## src/rtl/nibble_stack_writer.sv

```systemverilog
// nibble_stack_writer: sixteen 4-bit entries, managed as a push-down stack.
// Entry 0 is the top of stack. All entries are presented in parallel on q
// so an external 16:1 read selector can address any of them in the same
// cycle. One operation is accepted per clock (push, pop or indexed write).
// The block reports depth, full, empty and one-cycle overflow/underflow pulses.
module nibble_stack_writer (
  input  logic        clk,
  input  logic        rst,
  input  logic [1:0]  op,
  input  logic [3:0]  d,
  input  logic [3:0]  s,
  output logic [63:0] q,
  output logic [4:0]  depth,
  output logic        empty,
  output logic        full,
  output logic        ovf,
  output logic        unf
);

  localparam logic [1:0] OP_NOP   = 2'b00;
  localparam logic [1:0] OP_PUSH  = 2'b01;
  localparam logic [1:0] OP_POP   = 2'b10;
  localparam logic [1:0] OP_WRITE = 2'b11;

  localparam logic [4:0] DEPTH_MAX = 5'd16;

  logic [3:0] r_entry [16];
  logic [4:0] r_depth;
  logic       r_empty;
  logic       r_full;
  logic       r_ovf;
  logic       r_unf;

  logic       w_push_ok;
  logic       w_pop_ok;
  logic       w_push_rej;
  logic       w_pop_rej;
  logic [4:0] w_depth_nxt;

  // Classify the requested operation against the current depth and form the next depth.
  always_comb begin
    w_push_ok   = 1'b0;
    w_pop_ok    = 1'b0;
    w_push_rej  = 1'b0;
    w_pop_rej   = 1'b0;
    w_depth_nxt = r_depth;
    case (op)
      OP_PUSH: begin
        if (r_depth == DEPTH_MAX) begin
          w_push_rej = 1'b1;
        end else begin
          w_push_ok   = 1'b1;
          w_depth_nxt = r_depth + 5'd1;
        end
      end
      OP_POP: begin
        if (r_depth == 5'd0) begin
          w_pop_rej = 1'b1;
        end else begin
          w_pop_ok    = 1'b1;
          w_depth_nxt = r_depth - 5'd1;
        end
      end
      OP_NOP, OP_WRITE: begin
        w_depth_nxt = r_depth;
      end
      default: begin
        w_depth_nxt = r_depth;
      end
    endcase
  end

  // Entry storage: shift down on push, shift up with zero fill on pop, or write one entry.
  always_ff @(posedge clk) begin
    if (rst) begin
      for (int k = 0; k < 16; k++) begin
        r_entry[k] <= 4'h0;
      end
    end else if (w_push_ok) begin
      for (int k = 15; k > 0; k--) begin
        r_entry[k] <= r_entry[k-1];
      end
      r_entry[0] <= d;
    end else if (w_pop_ok) begin
      for (int k = 0; k < 15; k++) begin
        r_entry[k] <= r_entry[k+1];
      end
      r_entry[15] <= 4'h0;
    end else if (op == OP_WRITE) begin
      r_entry[s] <= d;
    end
  end

  // Depth and status flags; empty/full come from the next depth so they track the depth output.
  always_ff @(posedge clk) begin
    if (rst) begin
      r_depth <= 5'd0;
      r_empty <= 1'b1;
      r_full  <= 1'b0;
      r_ovf   <= 1'b0;
      r_unf   <= 1'b0;
    end else begin
      r_depth <= w_depth_nxt;
      r_empty <= (w_depth_nxt == 5'd0);
      r_full  <= (w_depth_nxt == DEPTH_MAX);
      r_ovf   <= w_push_rej;
      r_unf   <= w_pop_rej;
    end
  end

  // Flatten the entries onto q, entry k in nibble k.
  for (genvar g = 0; g < 16; g++) begin : g_q
    assign q[4*g +: 4] = r_entry[g];
  end

  assign depth = r_depth;
  assign empty = r_empty;
  assign full  = r_full;
  assign ovf   = r_ovf;
  assign unf   = r_unf;

endmodule

```

## config.mk

```make
export PLATFORM = sky130hd
export DESIGN_NAME = nibble_stack_writer
export DESIGN_NICKNAME = d
export VERILOG_FILES = /design/src/rtl/nibble_stack_writer.sv
export SDC_FILE = /design/constraint.sdc
export NUM_CORES = 1
export LEC_CHECK = 0
export CAP_MARGIN = 15
export CORE_AREA = 2 2 109 100
export DETAILED_ROUTE_END_ITERATION = 7
export DIE_AREA = 0 0 111 102
export PLACE_DENSITY = 0.76
export SETUP_SLACK_MARGIN = 0.02
export SLEW_MARGIN = 20
export SYNTH_ARGS = -nofsm -noshare
export SYNTH_HDL_FRONTEND = slang
export SYNTH_SLANG_ARGS = --single-unit
```

## constraint.sdc

```tcl
create_clock -name clk -period 2.3 [get_ports clk]
set_input_delay 0.345 -clock clk [delete_from_list [all_inputs] [get_ports clk]]
set_output_delay 0.345 -clock clk [all_outputs]
set_load 0.005 [all_outputs]
```

# After elaboration in Yosys (flattened, before gate mapping)
# Memory sizes are Yosys's and may differ from the RTL's.
# Cells that the tools add are included.
[word_totals]
ff_bits = 9
ramBits = 64
elab_cells = 112
mem_count = 1
[classes]
addsub = 2
n_eq_ne = 5
mux = 58
bitwise = 34
reduce_logical = 7
[mem_list]
columns = ["name", "words", "width", "read_ports", "rd_ports_with_merged_regs", "wr", "line_no", "rtl"]
rows = [
  ["r_entry", 16, 4, 16, 0, 16, "27", "logic [3:0] r_entry [16];"],
]
[ops]
columns = ["cell", "n"]
rows = [
  ["$mux 4", 34],
  ["$or 1x1->1", 32],
  ["$mux 1", 21],
  ["$pmux 5 s3", 1],
  ["$eq 5x5->1 const B", 2],
  ["$logic_not 5->1", 2],
  ["$mux 5", 2],
  ["$reduce_or 2->1", 3],
  ["$add 5x1->5 const B", 1],
  ["$sub 5x1->5 const B", 1],
  ["$eq 2x2->1 const B", 2],
  ["$reduce_or 4->1", 1],
  ["$eq 2x1->1 const B", 1],
  ["$logic_not 2->1", 1],
  ["$not 1->1", 2],
]

# Logic depth before layout (Yosys ltp)
# Gate-level depths: netlist (run 1).
[depth]
word_depth = 9
ltp_mapped = 10
depth_no_buf = 7

# Least setup slack after synthesis (run 1)
# OpenSTA, ideal clock, no wires.
[synth_path]
kind = "flip-flop to flip-flop"
start = "register r_depth[0], in the netlist depth[0]"
end = "memory r_entry[4][0] (data pin)"
arrival_ps = 2220
t_required_ps = 2154
setup_slack_ps = -66
stages_incl_launch_ff = 11
path_buffers = 3
path_cell_list = "dfxtp_1 > clkbuf_1 > inv_1 > ha_1 > or3b_1 > buf_2 > o21ai_4 > nor3b_4 > buf_2 > a22oi_1 > a21oi_1"
[synth_rtl]
columns = ["item", "line_no", "rtl"]
rows = [
  ["start: declaration", "28", "logic [4:0] r_depth;"],
  ["start signal: assignment", "103", "r_depth <= w_depth_nxt;"],
  ["end: declaration", "27", ""],
]

==> flow_summary.yaml, run 1 <==
timing:
  setup-tns-final_ns: 0
  worst_slew_pin_slew_ns: 0.444
  fin_ws_ns: 0.0749
  hold-worst-slack_ns: 0.613
  finalSetupViolCount: 0
  hold_violations: 0
  drv_slew: 0
  clock.fmax_ghz: 0.449
  period_needed_ns: 2.23
  fin_skew_ns: 0.00738
  relSlewSlack_pct: 70.1
  fin_crit_sh_pct: 96.7
drt:
  drtIter0Drc: 306
  vias: 3674
  first_pass_iters: 6
  viasPerCell: 5.79
  drt.antenna.violating_nets: 0
  routed_wl_mm: 12.1
  drc: 0
  wl_per_cell_um: 19.1
run_status:
  run_status: "finished, final reports clean"
power:
  power_frac_seq_pct: 45.9
  p_per_area_nw_per_um2: 678
  pwr-share-comb_pct: 18.1
  fin_total_pwr_uw: 3770
  p_sw_uw: 969
  ir_worst_vdd_mv: 0.357
  swShare_pct: 25.7
  internal_power_uw: 2800
  p_leak_uw: 0.00217
  pwr-share-clk_pct: 36.0
logic_synthesis:
  synth_fa_ha_area_share_pct: 1.57
  ys_warn_count: 0
  synth.net_count: 412
  synth-xor-area-share_pct: 0.440
  yosys.area.top_type: "edfxtp_1"
  async_reset_ff_share_pct: 0
  syn_inst: 395
  synthFlopType: "edfxtp_1"
  synth_mux_area_share_pct: 5.28
  synth_top_area_share_pct: 48.3
  synth_top_family_by_area: "compound AO/OA/AOI/OAI gates"
  synth_area_leaders: "edfxtp_1, a22oi_1, mux2i_1"
  ys_seq_area_share_pct: 52.8
  synth_edf_count: 64
  ys_ff_latch: 73
  post_synth.cell_area_avg_um2: 10.1
  syn-cell-area_um2: 3980
  synth_compound_area_share_pct: 18.2
  yosysUniqueCellTypes: 47
  yosys.area_share.simple_pct: 18.1
setup_path:
  crit_path_start_kind: "flop"
  path_class: "flop to flop"
  cp.arrival_ns: 2.41
  slowest_delay_ns: 0.40
  end_kind: "flop"
  critPathMaxFanout: 18
  path_cells: "inv_2, ha_4, or3b_4, o21ai_4, nor3b_4, buf_4, clkbuf_16, a22oi_1, a21oi_1"
  cpMaxStageDelayCell: "or3b_4"
  r2r_slack_ns: 0.07
  required_ns: 2.48
clock_tree:
  cts_buffers: 9
  cts-hold-fix-buffers: 0
  htreeDepth: 3
  clk_pin_slew_ns: 0.06
  cts_tree: "built"
  cts-root-buf: "clkbuf_16"
  cts.sink_count: 73
  clock_latency_ns: 0.33
  cts.path.max_buffers: 2
placement:
  preCtsSetupSlack_ns: -0.0520
  dp_hpwl_mm: 8.33
  gp_congestion: 0.842
  portBuffers: 84
  postPlaceCellArea_um2: 5150
floorplan:
  die_area_um2: 11300
  die_w_um: 111
  core_um2: 10100
  dieHeight_um: 102
  std_cell_rows: 35
  ios: 85
  start_util_pct: 39.3
global_routing:
  grt_pass1_wl_mm: 18.0
  grt_max_degree: 37
  grt_usage_pct: 20.3
  grt_pass1_vias: 3419
  antenna_found_initial: 0
  grt.overflow.total: 0
finish:
  antenna_cells: 0
  drive_gt1_share_pct: 13.3
  areaGrowthSynthToFinish_pct: 39.8
  multi_input_area_um2: 1760
  design_area_um2: 5560
  fillers: 859
  finalNetCount: 517
  regArea_um2: 2100
job:
  drv_cap: 0
hold_path:
  hold_class: "flop to flop"
## sequential cells by signal, summed over array words and instances, names as in the netlist
| name | cells |
|---|---|
| full | 1 |
| r_entry | 64 |
| empty | 1 |
| ovf | 1 |
| depth | 5 |
| unf | 1 |
## final cells by class
cell class	count	area share [%]
flip-flops and latches	73	37.8
multi-input cells	287	31.6
clock buffers	14	4.95
well taps	129	2.90
repair buffers	121	22.0
clock inverters	2	0.225
inverters	8	0.540
## synthesized netlist by cell type (2+ instances only)
master	count
nor2b_1	5
dfxtp_1	9
edfxtp_1	64
a31oi_1	3
a22o_1	4
and2_1	5
nand2b_1	6
clkbuf_1	19
mux2i_1	21
or2_2	5
inv_1	8
buf_2	7
or3b_2	2
ha_1	5
nand2_1	55
nand4_1	2
and3_1	4
nor4bb_1	3
o31ai_1	3
o21ai_0	25
and2_0	2
nor2_1	38
nor4b_1	2
a22oi_1	36
nand3_1	7
a21oi_1	34
## what timing repair did
| item | in CTS | in global routing |
|---|---|---|
| endpoints found under the setup margin | 0 | 48 |
| buffers inserted | 0 | 4 |
| gates resized for setup | 0 | 4 |
## final timing paths
check / from / end / depth (start not counted)
max reg2reg: depth[1]$_SDFF_PP0_ / r_entry[5][2]$_DFFE_PP_ / 9
min: depth[4]$_SDFF_PP0_ / unf$_SDFF_PP0_ / 2
max: depth[1]$_SDFF_PP0_ / r_entry[5][2]$_DFFE_PP_ / 9
min reg2reg: depth[4]$_SDFF_PP0_ / unf$_SDFF_PP0_ / 2
## power groups by stage
stage | clock network [uW] | registers (uW) | logic, uW
finish | 1360 | 1730 | 683
global route | 1430 | 1740 | 733
global placement | 0 | 1750 | 630
detailed placement | 0 | 1750 | 650
floorplan | 0 | 1710 | 276
CTS | 1360 | 1730 | 652
## layout by cell type, fill, tap and decap left out, drive strengths merged, types with 2 or more instances in the layout
cell type      Yosys  final
a22oi             36     36
nor3b              2      2
edfxtp            64     64
and2               7      7
mux2i             21     21
and3               4      4
inv                8      8
nand2             55     55
nor2b              5      5
a21oi             34     34
nor4bb             3      3
o31ai              3      3
ha                 5      5
nand2b             6      6
nand3              7      7
a22o               4      4
or2                5      5
nor4b              2      2
clkdlybuf4s50      0     84
or3b               3      3
buf                8     34
nor2              38     38
a31oi              3      3
clkbuf            19     17
dfxtp              9      9
nand4              2      2
o21ai             26     26
## logic make-up (layout without fill, tap and decap cells)
family	after synthesis	in the layout
buf+inv	35	145
mux	21	21
xor+xnor	2	2
simple gates	146	146
flops	73	73
compound gates	113	113
fa+ha+maj	5	5
## worst max-delay path, delay by kind of cell, from the launching register on
family,cells,cell delay (ns)
and+or+nand+nor,2,0.64
adders and majority gates,1,0.17
DFF,1,0.33
buffers and inverters,3,0.44
AOI/OAI and AO/OA,3,0.48
## routing by layer
layer / share of wire (%) / vias up / track usage, %
li1: - / 1674 / -
met4: 1.9 / 0 / 7.98
met5: 0 / - / 0
met2: 48 / 209 / 33.8
met1: 41 / 1767 / 26.7
met3: 8.9 / 24 / 4.03
## metrics by stage
step	utilization (%)	cells
floorplan	-	395
global placement	50.9	611
detailed placement	50.9	611
CTS	53.7	627
global route	55.0	634
finish	55.0	634
(Power assumes the default switching activity.)
==> inputs of run 2 (changes only) <==
--- a/config.mk
+++ b/config.mk
@@ -6,9 +6,10 @@
 export NUM_CORES = 1
 export LEC_CHECK = 0
 export CAP_MARGIN = 15
-export CORE_AREA = 2 2 109 100
+export CORE_AREA = 4 4 111 102
+export CTS_BUF_LIST = sky130_fd_sc_hd__clkbuf_8 sky130_fd_sc_hd__clkbuf_16
 export DETAILED_ROUTE_END_ITERATION = 7
-export DIE_AREA = 0 0 111 102
+export DIE_AREA = 0 0 115 106
 export PLACE_DENSITY = 0.76
 export SETUP_SLACK_MARGIN = 0.02
 export SLEW_MARGIN = 20
==> flow_summary.yaml, run 2 (synthesis gave the netlist of run 1 again) <==
run_status:
  run_status: "finished, final reports clean"
floorplan:
  die_area_um2: 12200
  std_cell_rows: 35
  die_w_um: 115
  dieHeight_um: 106
  ios: 85
  core_um2: 10200
  start_util_pct: 39.2
drt:
  first_pass_iters: 5
  viasPerCell: 5.79
  drt.antenna.violating_nets: 0
  routed_wl_mm: 12.0
  drc: 0
  wl_per_cell_um: 18.8
  vias: 3678
  drtIter0Drc: 299
timing:
  worst_slew_pin_slew_ns: 0.541
  fin_skew_ns: 0.00713
  fin_ws_ns: 0.122
  clock.fmax_ghz: 0.459
  setup-tns-final_ns: 0
  relSlewSlack_pct: 63.6
  finalSetupViolCount: 0
  period_needed_ns: 2.18
  hold_violations: 0
  grt_setup_unrepaired: "no"
  fin_crit_sh_pct: 94.7
  drv_slew: 0
placement:
  dp_hpwl_mm: 8.53
  portBuffers: 84
  postPlaceCellArea_um2: 5170
  preCtsSetupSlack_ns: -0.103
  gp_congestion: 0.899
power:
  p_per_area_nw_per_um2: 686
  p_leak_uw: 0.00215
  ir_worst_vdd_mv: 0.357
  fin_total_pwr_uw: 3800
hold_path:
  hold_class: "flop to flop"
setup_path:
  path_cells: "inv_2, ha_4, or4b_4, nand2_2, nor3b_4, buf_4, clkbuf_16, a22oi_1, a21oi_1"
  path_class: "flop to flop"
  cp.arrival_ns: 2.25
  critPathMaxFanout: 18
  required_ns: 2.37
  slowest_delay_ns: 0.52
  end_kind: "flop"
  cpMaxStageDelayCell: "or4b_4"
  crit_path_start_kind: "flop"
finish:
  layout_commonest_cell: "clkdlybuf4s50_1"
  areaGrowthSynthToFinish_pct: 39.3
  layout_common_cells: "clkdlybuf4s50_1, edfxtp_1, nand2_1"
  top_register: "r_entry"
  design_area_um2: 5540
  antenna_cells: 0
  largest_reg_flops: 64
  finalNetCount: 518
  drive_gt1_share_pct: 13.6
job:
  drv_cap: 0
clock_tree:
  cts-root-buf: "clkbuf_16"
  clock_latency_ns: 0.33
  cts.sink_count: 73
  clk_pin_slew_ns: 0.06
  htreeDepth: 3
  cts_tree: "built"
  cts_buffers: 9
  cts.path.max_buffers: 2
global_routing:
  grt_max_degree: 41
  grt.overflow.total: 0
  grt_pass1_wl_mm: 18.4
  grt_usage_pct: 19.1
  antenna_found_initial: 0
  grt_pass1_vias: 3508
==> run 2: critical path: cells and delay by family (launching register included) <==
kind,cells,cell delay [ns]
fa+ha+maj,1,0.16
simple gates,3,0.70
flops,1,0.32
compound gates,2,0.31
buf+inv,3,0.43
==> run 2: stage by stage <==
| stage | hold slack [ns] | util, % | instances |
|---|---|---|---|
| 2_1_floorplan | 0.588 | - | 395 |
| 3_3_place_gp | 0.578 | 50.9 | 612 |
| 3_5_place_dp | 0.579 | 50.9 | 612 |
| 4_1_cts | 0.589 | 53.8 | 628 |
| 5_1_grt | 0.627 | 54.5 | 635 |
| 6_report | 0.603 | 54.5 | 635 |
==> run 2: per-layer routing <==
layer  share of wire (%)  vias to the layer above  GRT usage (%)
met1                  42                     1760           26.8
met3                  10                       17           4.27
met5                   0                        -              0
met4                 1.3                        0           6.12
met2                  46                      225           29.3
li1                    -                     1676              -
==> run 2: layout make-up <==
type	count	area [um2]
Clock buffer	9	225
Sequential cell	73	2100
Multi-Input combinational cell	287	1760
Tap cell	129	161
Timing Repair Buffer	122	1190
Fill cell	875	4620
Clock inverter	7	70.1
Inverter	8	30.0
==> run 2: path summary, 6_finish.rpt <==
kind | start | to | slack [ns] | cells after the start
hold / removal | depth[4]$_SDFF_PP0_ | unf$_SDFF_PP0_ | 0.60 | 2
hold reg to reg | depth[4]$_SDFF_PP0_ | unf$_SDFF_PP0_ | 0.60 | 2
setup / recovery | depth[1]$_SDFF_PP0_ | r_entry[9][1]$_DFFE_PP_ | 0.12 | 9
setup reg to reg | depth[1]$_SDFF_PP0_ | r_entry[9][1]$_DFFE_PP_ | 0.12 | 9
==> run 2: report_power, final <==
group | leakage [uW] | switching [uW] | internal (uW)
combinational | 0.00125 | 300 | 382
clock | 0.000137 | 552 | 837
sequential | 0.000764 | 133 | 1590
total | 0.00215 | 985 | 2810
==> run 2: what timing repair did <==
| action | in CTS | in global routing |
|---|---|---|
| setup endpoints to repair | 0 | 49 |
| buffers inserted | 0 | 6 |
| resized for setup | 0 | 4 |
| hold buffers | 0 | 0 |
